**config.mk**
```make
export PLATFORM = sky130hd
export DESIGN_NAME = keycode_event_decoder_flat
export DESIGN_NICKNAME = d
export VERILOG_FILES = /design/src/rtl/keycode_event_decoder_if.sv /design/src/rtl/keycode_event_decoder.sv /design/src/flat_wrapper.sv
export SDC_FILE = /design/constraint.sdc
export NUM_CORES = 1
export LEC_CHECK = 0
export ABC_AREA = 1
export CAP_MARGIN = 20
export CORE_MARGIN = 8
export CORE_UTILIZATION = 45
export CTS_BUF_LIST = sky130_fd_sc_hd__clkbuf_8 sky130_fd_sc_hd__clkbuf_16
export CTS_CLUSTER_SIZE = 25
export DETAILED_ROUTE_END_ITERATION = 7
export HOLD_SLACK_MARGIN = 0.02
export PLACE_DENSITY = 0.75
export SLEW_MARGIN = 0
export SYNTH_ARGS = -nofsm -noshare
export SYNTH_HDL_FRONTEND = slang
export SYNTH_SLANG_ARGS = --single-unit
```
**constraint.sdc**
```tcl
create_clock -name clk -period 5 [get_ports clk]
set_input_delay 0.75 -clock clk [delete_from_list [all_inputs] [get_ports clk]]
set_output_delay 0.75 -clock clk [all_outputs]
set_load 0.1 [all_outputs]
```
**src/rtl/keycode_event_decoder_if.sv**
```systemverilog
//==============================================================================
// Module   : keycode_event_decoder_if
// Purpose  : Bundles the scan-byte input strobe and the key-event valid/ready
//            output of keycode_event_decoder. The master modport belongs to
//            the surrounding system and the slave modport to the decoder.
// Revision : 1.0 - initial release
//==============================================================================
`timescale 1ns/1ps
`default_nettype none

interface keycode_event_decoder_if;
   logic       scan_valid;
   logic [7:0] scan_byte;
   logic       evt_valid;
   logic       evt_ready;
   logic [2:0] evt_code;
   logic       evt_release;

   modport master (
      output scan_valid, scan_byte, evt_ready,
      input  evt_valid, evt_code, evt_release
   );

   modport slave (
      input  scan_valid, scan_byte, evt_ready,
      output evt_valid, evt_code, evt_release
   );
endinterface

`default_nettype wire

```
**src/rtl/keycode_event_decoder.sv**
```systemverilog
//==============================================================================
// Module   : keycode_event_decoder
// Purpose  : Turns raw PS/2 scan-code bytes into press (and optionally
//            release) events for the Simon game. It tracks the F0/E0 prefixes,
//            suppresses typematic repeats with a held-key bitmap, and queues
//            events in a first-word-fall-through FIFO on a valid/ready port.
// Options  : KEY_RELEASE_EVT_EN - when defined, a break that clears a held key
//            also queues a release event. Otherwise only presses are queued.
// Revision : 1.0 - initial release
//==============================================================================
`timescale 1ns/1ps
`default_nettype none

module keycode_event_decoder #(
   parameter int FIFO_DEPTH = 4,
   parameter int NUM_KEYS   = 5
) (
   input  wire logic                   clk,
   input  wire logic                   rst_n,
   keycode_event_decoder_if.slave      kb,
   output logic [NUM_KEYS-1:0]         held,
   output logic                        overflow
);

   localparam int              c_AW   = $clog2(FIFO_DEPTH);
   localparam logic [c_AW:0]   c_FULL = (c_AW+1)'(FIFO_DEPTH);

   typedef enum logic [1:0] {
      S_IDLE    = 2'd0,
      S_BRK     = 2'd1,
      S_EXT     = 2'd2,
      S_EXT_BRK = 2'd3
   } state_t;

   state_t              r_state;
   state_t              w_state_nxt;
   logic                w_complete;
   logic                w_is_break;
   logic                w_is_ext;
   logic                w_mapped;
   logic [2:0]          w_code;
   logic [NUM_KEYS-1:0] w_key_mask;
   logic                w_key_held;
   logic                w_make_new;
   logic                w_brk_clr;
   logic                w_push;
   logic                w_pop;
   logic                w_full;
   logic                w_wr;

   logic [NUM_KEYS-1:0] r_held;
   logic                r_overflow;
   logic [c_AW-1:0]     r_wptr;
   logic [c_AW-1:0]     r_rptr;
   logic [c_AW:0]       r_count;
   logic [2:0]          r_mem_code [FIFO_DEPTH];

   // Prefix state register; a reset mid-sequence discards any pending prefix
   always_ff @(posedge clk or negedge rst_n) begin
      if (!rst_n) r_state <= S_IDLE;
      else        r_state <= w_state_nxt;
   end

   // Prefix next-state: a non-prefix byte completes a sequence of the current kind
   always_comb begin
      w_state_nxt = r_state;
      w_complete  = 1'b0;
      w_is_break  = 1'b0;
      w_is_ext    = 1'b0;
      if (kb.scan_valid) begin
         if (kb.scan_byte == 8'hF0) begin
            w_state_nxt = (r_state == S_EXT || r_state == S_EXT_BRK) ? S_EXT_BRK : S_BRK;
         end else if (kb.scan_byte == 8'hE0) begin
            w_state_nxt = S_EXT;
         end else begin
            w_state_nxt = S_IDLE;
            w_complete  = 1'b1;
            w_is_break  = (r_state == S_BRK) || (r_state == S_EXT_BRK);
            w_is_ext    = (r_state == S_EXT) || (r_state == S_EXT_BRK);
         end
      end
   end

   // Key map: base set has five keys, extended set only keypad enter
   always_comb begin
      w_mapped = 1'b0;
      w_code   = 3'd0;
      if (!w_is_ext) begin
         case (kb.scan_byte)
            8'h15:   begin w_mapped = 1'b1; w_code = 3'd0; end
            8'h1D:   begin w_mapped = 1'b1; w_code = 3'd1; end
            8'h1C:   begin w_mapped = 1'b1; w_code = 3'd2; end
            8'h1B:   begin w_mapped = 1'b1; w_code = 3'd3; end
            8'h5A:   begin w_mapped = 1'b1; w_code = 3'd4; end
            default: begin w_mapped = 1'b0; w_code = 3'd0; end
         endcase
      end else if (kb.scan_byte == 8'h5A) begin
         w_mapped = 1'b1;
         w_code   = 3'd4;
      end
   end

   // One-hot mask of the decoded key within the held bitmap
   always_comb begin
      w_key_mask = '0;
      for (int k = 0; k < NUM_KEYS; k++) begin
         w_key_mask[k] = (w_code == 3'(k));
      end
   end

   assign w_key_held = |(r_held & w_key_mask);
   assign w_make_new = w_complete && w_mapped && !w_is_break && !w_key_held;
   assign w_brk_clr  = w_complete && w_mapped &&  w_is_break &&  w_key_held;

`ifdef KEY_RELEASE_EVT_EN
   assign w_push = w_make_new || w_brk_clr;
`else
   assign w_push = w_make_new;
`endif

   assign w_full = (r_count == c_FULL);
   assign w_pop  = kb.evt_valid && kb.evt_ready;
   // A full FIFO still accepts a push when the head leaves in the same cycle
   assign w_wr   = w_push && (!w_full || w_pop);

   // Held bitmap and sticky overflow; the bitmap updates even if the event is dropped
   always_ff @(posedge clk or negedge rst_n) begin
      if (!rst_n) begin
         r_held     <= '0;
         r_overflow <= 1'b0;
      end else begin
         if (w_make_new)                  r_held <= r_held | w_key_mask;
         else if (w_brk_clr)              r_held <= r_held & ~w_key_mask;
         if (w_push && w_full && !w_pop)  r_overflow <= 1'b1;
      end
   end

   // FIFO pointers and occupancy; pointers wrap naturally at a power-of-two depth
   always_ff @(posedge clk or negedge rst_n) begin
      if (!rst_n) begin
         r_wptr  <= '0;
         r_rptr  <= '0;
         r_count <= '0;
      end else begin
         if (w_wr)  r_wptr <= r_wptr + 1'b1;
         if (w_pop) r_rptr <= r_rptr + 1'b1;
         case ({w_wr, w_pop})
            2'b10:   r_count <= r_count + 1'b1;
            2'b01:   r_count <= r_count - 1'b1;
            default: r_count <= r_count;
         endcase
      end
   end

   // FIFO storage for key codes; contents are don't-care while empty
   always_ff @(posedge clk) begin
      if (w_wr) r_mem_code[r_wptr] <= w_code;
   end

   assign kb.evt_valid = (r_count != '0);
   assign kb.evt_code  = kb.evt_valid ? r_mem_code[r_rptr] : 3'd0;

`ifdef KEY_RELEASE_EVT_EN
   logic r_mem_rel [FIFO_DEPTH];

   // Release flag storage, written alongside the key code
   always_ff @(posedge clk) begin
      if (w_wr) r_mem_rel[r_wptr] <= w_is_break;
   end

   assign kb.evt_release = kb.evt_valid ? r_mem_rel[r_rptr] : 1'b0;
`else
   assign kb.evt_release = 1'b0;
`endif

   assign held     = r_held;
   assign overflow = r_overflow;

endmodule

`default_nettype wire

```
**src/flat_wrapper.sv**
```systemverilog
// flat-port wrapper written by rule: the top's interface ports become plain ports
module keycode_event_decoder_flat 
#(
   parameter int FIFO_DEPTH = 4,
   parameter int NUM_KEYS   = 5
)
  (clk, rst_n, held, overflow, kb_scan_valid, kb_scan_byte, kb_evt_ready, kb_evt_valid, kb_evt_code, kb_evt_release);
  keycode_event_decoder_if kb_i ();
  input  wire logic clk;
  input  wire logic rst_n;
  output logic [NUM_KEYS-1:0] held;
  output logic overflow;
  input wire logic [$bits(kb_i.scan_valid)-1:0] kb_scan_valid;
  input wire logic [$bits(kb_i.scan_byte)-1:0] kb_scan_byte;
  input wire logic [$bits(kb_i.evt_ready)-1:0] kb_evt_ready;
  output wire logic [$bits(kb_i.evt_valid)-1:0] kb_evt_valid;
  output wire logic [$bits(kb_i.evt_code)-1:0] kb_evt_code;
  output wire logic [$bits(kb_i.evt_release)-1:0] kb_evt_release;
  assign kb_i.scan_valid = kb_scan_valid;
  assign kb_i.scan_byte = kb_scan_byte;
  assign kb_i.evt_ready = kb_evt_ready;
  assign kb_evt_valid = kb_i.evt_valid;
  assign kb_evt_code = kb_i.evt_code;
  assign kb_evt_release = kb_i.evt_release;
  keycode_event_decoder #(.FIFO_DEPTH(FIFO_DEPTH), .NUM_KEYS(NUM_KEYS)) u_core (.clk(clk), .rst_n(rst_n), .kb(kb_i), .held(held), .overflow(overflow));
endmodule
```
# Word level (Yosys, flattened, before mapping)
# Memory sizes are Yosys's and may differ from the RTL's.
# Index checks and enable logic that the tools add are counted.
# word_totals
memories,1
elab_cells,78
ram_bits,12
register_bits,15
# classes
eq_ne,17
n_bitwise,4
muxes,24
reduce_logical,22
addsub,4
# memory_table
memory,words,width,read_ports,rd_clocked_by_memory_dff,wr,line,text
u_core.r_mem_code,4,3,1,0,1,keycode_event_decoder.sv:56,logic [2:0] r_mem_code [FIFO_DEPTH];
# ops
cell,count
$eq 8x5->1 const B,4
$eq 8x8->1 const B,2
$mux 1,14
$pmux 3 s4,1
$and 5x5->5,2
$mux 5,2
$reduce_or 5->1,2
$logic_and 1x1->1,9
$mux 3,3
$eq 8x7->1 const B,1
$eq 2x2->1 const B,3
$eq 3x2->1 const B,2
$eq 3x3->1 const B,2
$mux 2,3
$pmux 3 s2,1
$not 5->5,1
$or 5x5->5,1
$add 2x1->2 const B,2
$eq 2x1->1 const B,2
$logic_not 1->1,4
$reduce_bool 2->1,2
$add 3x1->3 const B,1
$eq 3x1->1 const B,1
$logic_not 3->1,1
3 further kinds,5

# Longest topological paths before layout
# depth
depth_word,14
depth_mapped,16

# Worst setup path before layout
# Ideal clock, no wire load.
# synth_timing
path_type,reg-to-output
from,register u_core.r_count[0]
to,output kb_evt_code[0]
path_stages_with_launch,5
t_required_ns,4.250
arrival_time_ns,2.779
setup_slack_ns,1.471
cell_sequence,dfrtp_1 > nor2_1 > nand2_1 > inv_1 > a21oi_1
# synth_between
elab_chain_len,2
# synth_rtl
item,line,text
from (decl),keycode_event_decoder.sv:55,logic [c_AW:0] r_count;
from (signal assigned),keycode_event_decoder.sv:148,2'b10: r_count <= r_count + 1'b1;
from (signal assigned),keycode_event_decoder.sv:149,2'b01: r_count <= r_count - 1'b1;
from (signal assigned),keycode_event_decoder.sv:150,default: r_count <= r_count;
$reduce_bool 3->1,keycode_event_decoder.sv:160,assign kb.evt_valid = (r_count != '0);
named net kb_evt_valid,flat_wrapper.sv:16,output wire logic [$bits(kb_i.evt_valid)-1:0] kb_evt_valid;
$mux 3,keycode_event_decoder.sv:161,assign kb.evt_code = kb.evt_valid ? r_mem_code[r_rptr] : 3'd0;
to (decl),flat_wrapper.sv:17,output wire logic [$bits(kb_i.evt_code)-1:0] kb_evt_code;
# The timed path passes the listed nets, and every way through them passes these cells.

# Worst setup path after layout
# layout_timing
from,input kb_scan_byte[3]
to,register u_core.r_count[2]
# layout_between
elab_chain_len,13
# layout_rtl
item,line,text
from (decl),flat_wrapper.sv:14,input wire logic [$bits(kb_i.scan_byte)-1:0] kb_scan_byte;
$eq 8x8->1,keycode_event_decoder.sv:73,end else if (kb.scan_byte == 8'hE0) begin
$mux 1,keycode_event_decoder.sv:73,
$mux 1,keycode_event_decoder.sv:71,if (kb.scan_byte == 8'hF0) begin
$mux 1,keycode_event_decoder.sv:70,if (kb.scan_valid) begin
$mux 3,keycode_event_decoder.sv:88,if (!w_is_ext) begin
"$eq 3x1->1, or another cell as far along",keycode_event_decoder.sv:107,w_key_mask[k] = (w_code == 3'(k));
$and 5x5->5,keycode_event_decoder.sv:111,assign w_key_held = |(r_held & w_key_mask);
$reduce_or 5->1,keycode_event_decoder.sv:111,
$logic_not 1->1,keycode_event_decoder.sv:112,assign w_make_new = w_complete && w_mapped && !w_is_break && !w_key_held;
$logic_and 1x1->1 *,keycode_event_decoder.sv:112,
$logic_and 1x1->1 *,keycode_event_decoder.sv:124,assign w_wr = w_push && (!w_full || w_pop);
$eq 2x1->1 or $eq 2x2->1 (tied branches),keycode_event_decoder.sv:147,"case ({w_wr, w_pop})"
$pmux 3 s2 or $reduce_bool 2->1 (tied branches),--,
# Every way passes the cells marked *; elsewhere a longest branch is shown, timed or not.
# A chain may end at the register's enable or synchronous reset.

==> results.toml <==
[layout]
final_cell_count_no_fill = 265
fin_nets = 236
drive_gt1_frac = 0.157
diodes = 0
final_cell_area_mm2 = 0.00199
fill_cells = 332
area_delta_synth_final_pct = 18.3

[worst_setup_path]
critPathRequiredTime_ns = 5.16
path_buf_inv = 2
worst-setup-path-type = "input port to register"
worstPathMaxFanout = 9
cp_slowest_cell = "clkdlybuf4s50_1"
cp.arrival_ns = 3.29
slowest_delay_ns = 0.46
cp-start-kind = "input port"
cp_cell_sequence = "clkdlybuf4s50_1 -> or2_4 -> nor2_8 -> o21ai_2 -> nand3_4 -> nand4_1 -> nand3_2 -> nor2_8 -> nand3_4 -> ha_1 -> inv_1 -> fa_1 -> a21oi_1 -> o21ai_0 -> xor2_1"
cp_top_family = "simple AND/OR/NAND/NOR gates"
setup.worst_path.end_class = "register"

[floorplan]
start_util = 0.462
die_h_um = 77.1
dieArea_mm2 = 0.00594
io_pins = 23
die_w_um = 77.1
row_count = 22
core_area_mm2 = 0.00363

[yosys]
synth_common_cells = "nand2_1, inv_1, nor2_1"
synth-seq-area-share = 0.438
synth_nets = 212
synth.distinct_cells = 30
yosysMostFrequentCell = "nand2_1"
ys_top_cells_by_area = "dfrtp_1, edfxtp_1, nand2_1"
synthCells = 194
async_flop_share = 0.556
synth_top_area_frac = 0.224
synth_edf_count = 12
synth-main-ff-cell = "dfrtp_1"
yosys.area.top_type = "dfrtp_1"
post_synth.cell_area_avg_um2 = 8.65
synth-seq-cells = 27
synth_area_mm2 = 0.00168
yosysWarnings = 0

[global_routing]
grt_pass1_wl_mm = 5.40
grt_max_degree = 17
antenna_found_initial = 0
grt_pass1_vias = 1243
overflow = 0
grt.total_usage = 0.108

[placed_design]
place.port_buffers = 21
post-place-ws_ns = 1.60
placed_cell_area_mm2 = 0.00194
routabilityCongestion = 0.822
place_inst = 261
dp_hpwl_mm = 2.42

[sta]
fin_hold_ws_ns = 0.487
fmax_mhz = 319
setup_tns_ns = 0
relSlewSlack = 0.350
final.setup.worst_slack_ns = 1.87
worst_clock_skew_ns = 0.00197
post-route-min-period_ns = 3.13
drv_slew = 0
hold_violations = 0
fin_crit_sh = 0.627
setup_viol = 0
worst_slew_pin_slew_ns = 0.972
rsz0062_at_grt = "no"

[power_and_ir_drop]
combPwrFrac = 0.505
seq_power_share = 0.346
p_int_mw = 0.428
switchingPower_mw = 0.403
power_density_mw_per_mm2 = 419
clkPwrFrac = 0.149
p_leak_nw = 0.911
peakVddDrop_v = 0.000186
p_sw_frac = 0.485

[cts]
h-tree-depth = 1
cts_setup_buffers = 0
cts_buffers = 3
ctsRootBufferMaster = "clkbuf_8"
cts_resized = 0
cts_buffer_depth = 2
clock-sinks = 27
cts_tree = "built"
ctsHoldBuffers = 0
worst_skew_pair.late_latency_ns = 0.27
clkTransAtPathRegs_ns = 0.09

[job]
cap_violations = 0

[route]
antenna_left = 0
drc_errors = 0
wl_per_cell_um = 11.3
wirelength_mm = 3.00
vias = 1275
via_per_inst = 4.81
drt-initial-drc-count = 49
drt_pass1_iterations = 4

[worst_hold_path]
hold_class = "register to register"

[status]
status = "finished clean"
==> power groups by stage <==
stage	logic (mW)	registers [mW]	clock network [mW]
global placement	0.416	0.292	0
global route	0.455	0.292	0.138
CTS	0.424	0.288	0.128
detailed placement	0.423	0.293	0
floorplan	0.323	0.299	0
finish	0.420	0.288	0.124
==> area by class of cell <==
type / count / area (µm²) / share of cell area
Sequential cell: 27 / 736 / 0.371
Timing Repair Buffer: 21 / 210 / 0.106
Clock inverter: 1 / 7.51 / 0.00378
Inverter: 32 / 120 / 0.0605
Multi-Input combinational cell: 133 / 811 / 0.408
Clock buffer: 3 / 41.3 / 0.0208
Tap cell: 48 / 60.1 / 0.0302
==> kinds of logic (layout without fill, tap and decap cells) <==
group | count (synthesis) | count (layout) | share of synthesized area
AO/OA/AOI/OAI | 18 | 18 | 0.0597
adder cells (fa/ha/maj) | 6 | 6 | 0.0492
AND/OR/NAND/NOR | 104 | 104 | 0.351
XOR/XNOR | 4 | 4 | 0.0209
other | 1 | 1 | 0.00223
buffers and inverters | 34 | 57 | 0.0783
flip-flops | 27 | 27 | 0.438
==> per-stage QoR <==
stage,total power [mW],util
after detailed placement,0.716,0.533
after global routing,0.885,0.546
after floorplan,0.622,-
final,0.831,0.546
after CTS,0.841,0.546
after global placement,0.708,0.533
==> cells in the final DEF (no fill, tap or decap) <==
master,instances
nand2_1,35
inv_1,27
nor2_1,24
clkdlybuf4s50_1,21
dfrtp_1,15
nand3_1,14
edfxtp_1,12
o21ai_0,9
nand4_1,7
inv_2,5
nor2_2,5
a21oi_1,5
ha_1,5
nand2_2,4
nor2_8,3
nand2_4,3
xor2_1,3
clkbuf_8,3
nor2_4,2
o21ai_2,2
nand3_4,2
nand3_2,2
or2_4,1
nor3b_2,1
o21ai_1,1
nor3_1,1
o21bai_1,1
xnor2_1,1
fa_1,1
conb_1,1
clkinvlp_4,1
==> layer usage <==
layer  up-vias  track usage  wire [µm]
met4         0       0.0245         26
met2        26        0.188       1470
met3         4       0.0420        189
li1        663            -          -
met1       582        0.122       1320
met5         -            0          0
==> worst paths after layout <==
kind | start | endpoint | slack (ns) | depth (start not counted)
setup / recovery | kb_scan_byte[3] | u_core.r_count[2] | 1.87 | 15
hold reg to reg | u_core.overflow | u_core.overflow | 0.49 | 1
min in group asynchronous | rst_n | u_core.r_rptr[1] | 0.89 | 1
max in group asynchronous | rst_n | u_core.r_state[1] | 3.67 | 1
setup reg to reg | u_core.r_state[1] | u_core.r_count[2] | 2.82 | 11
hold / removal | u_core.overflow | u_core.overflow | 0.49 | 1
(Power assumes the default switching activity.)
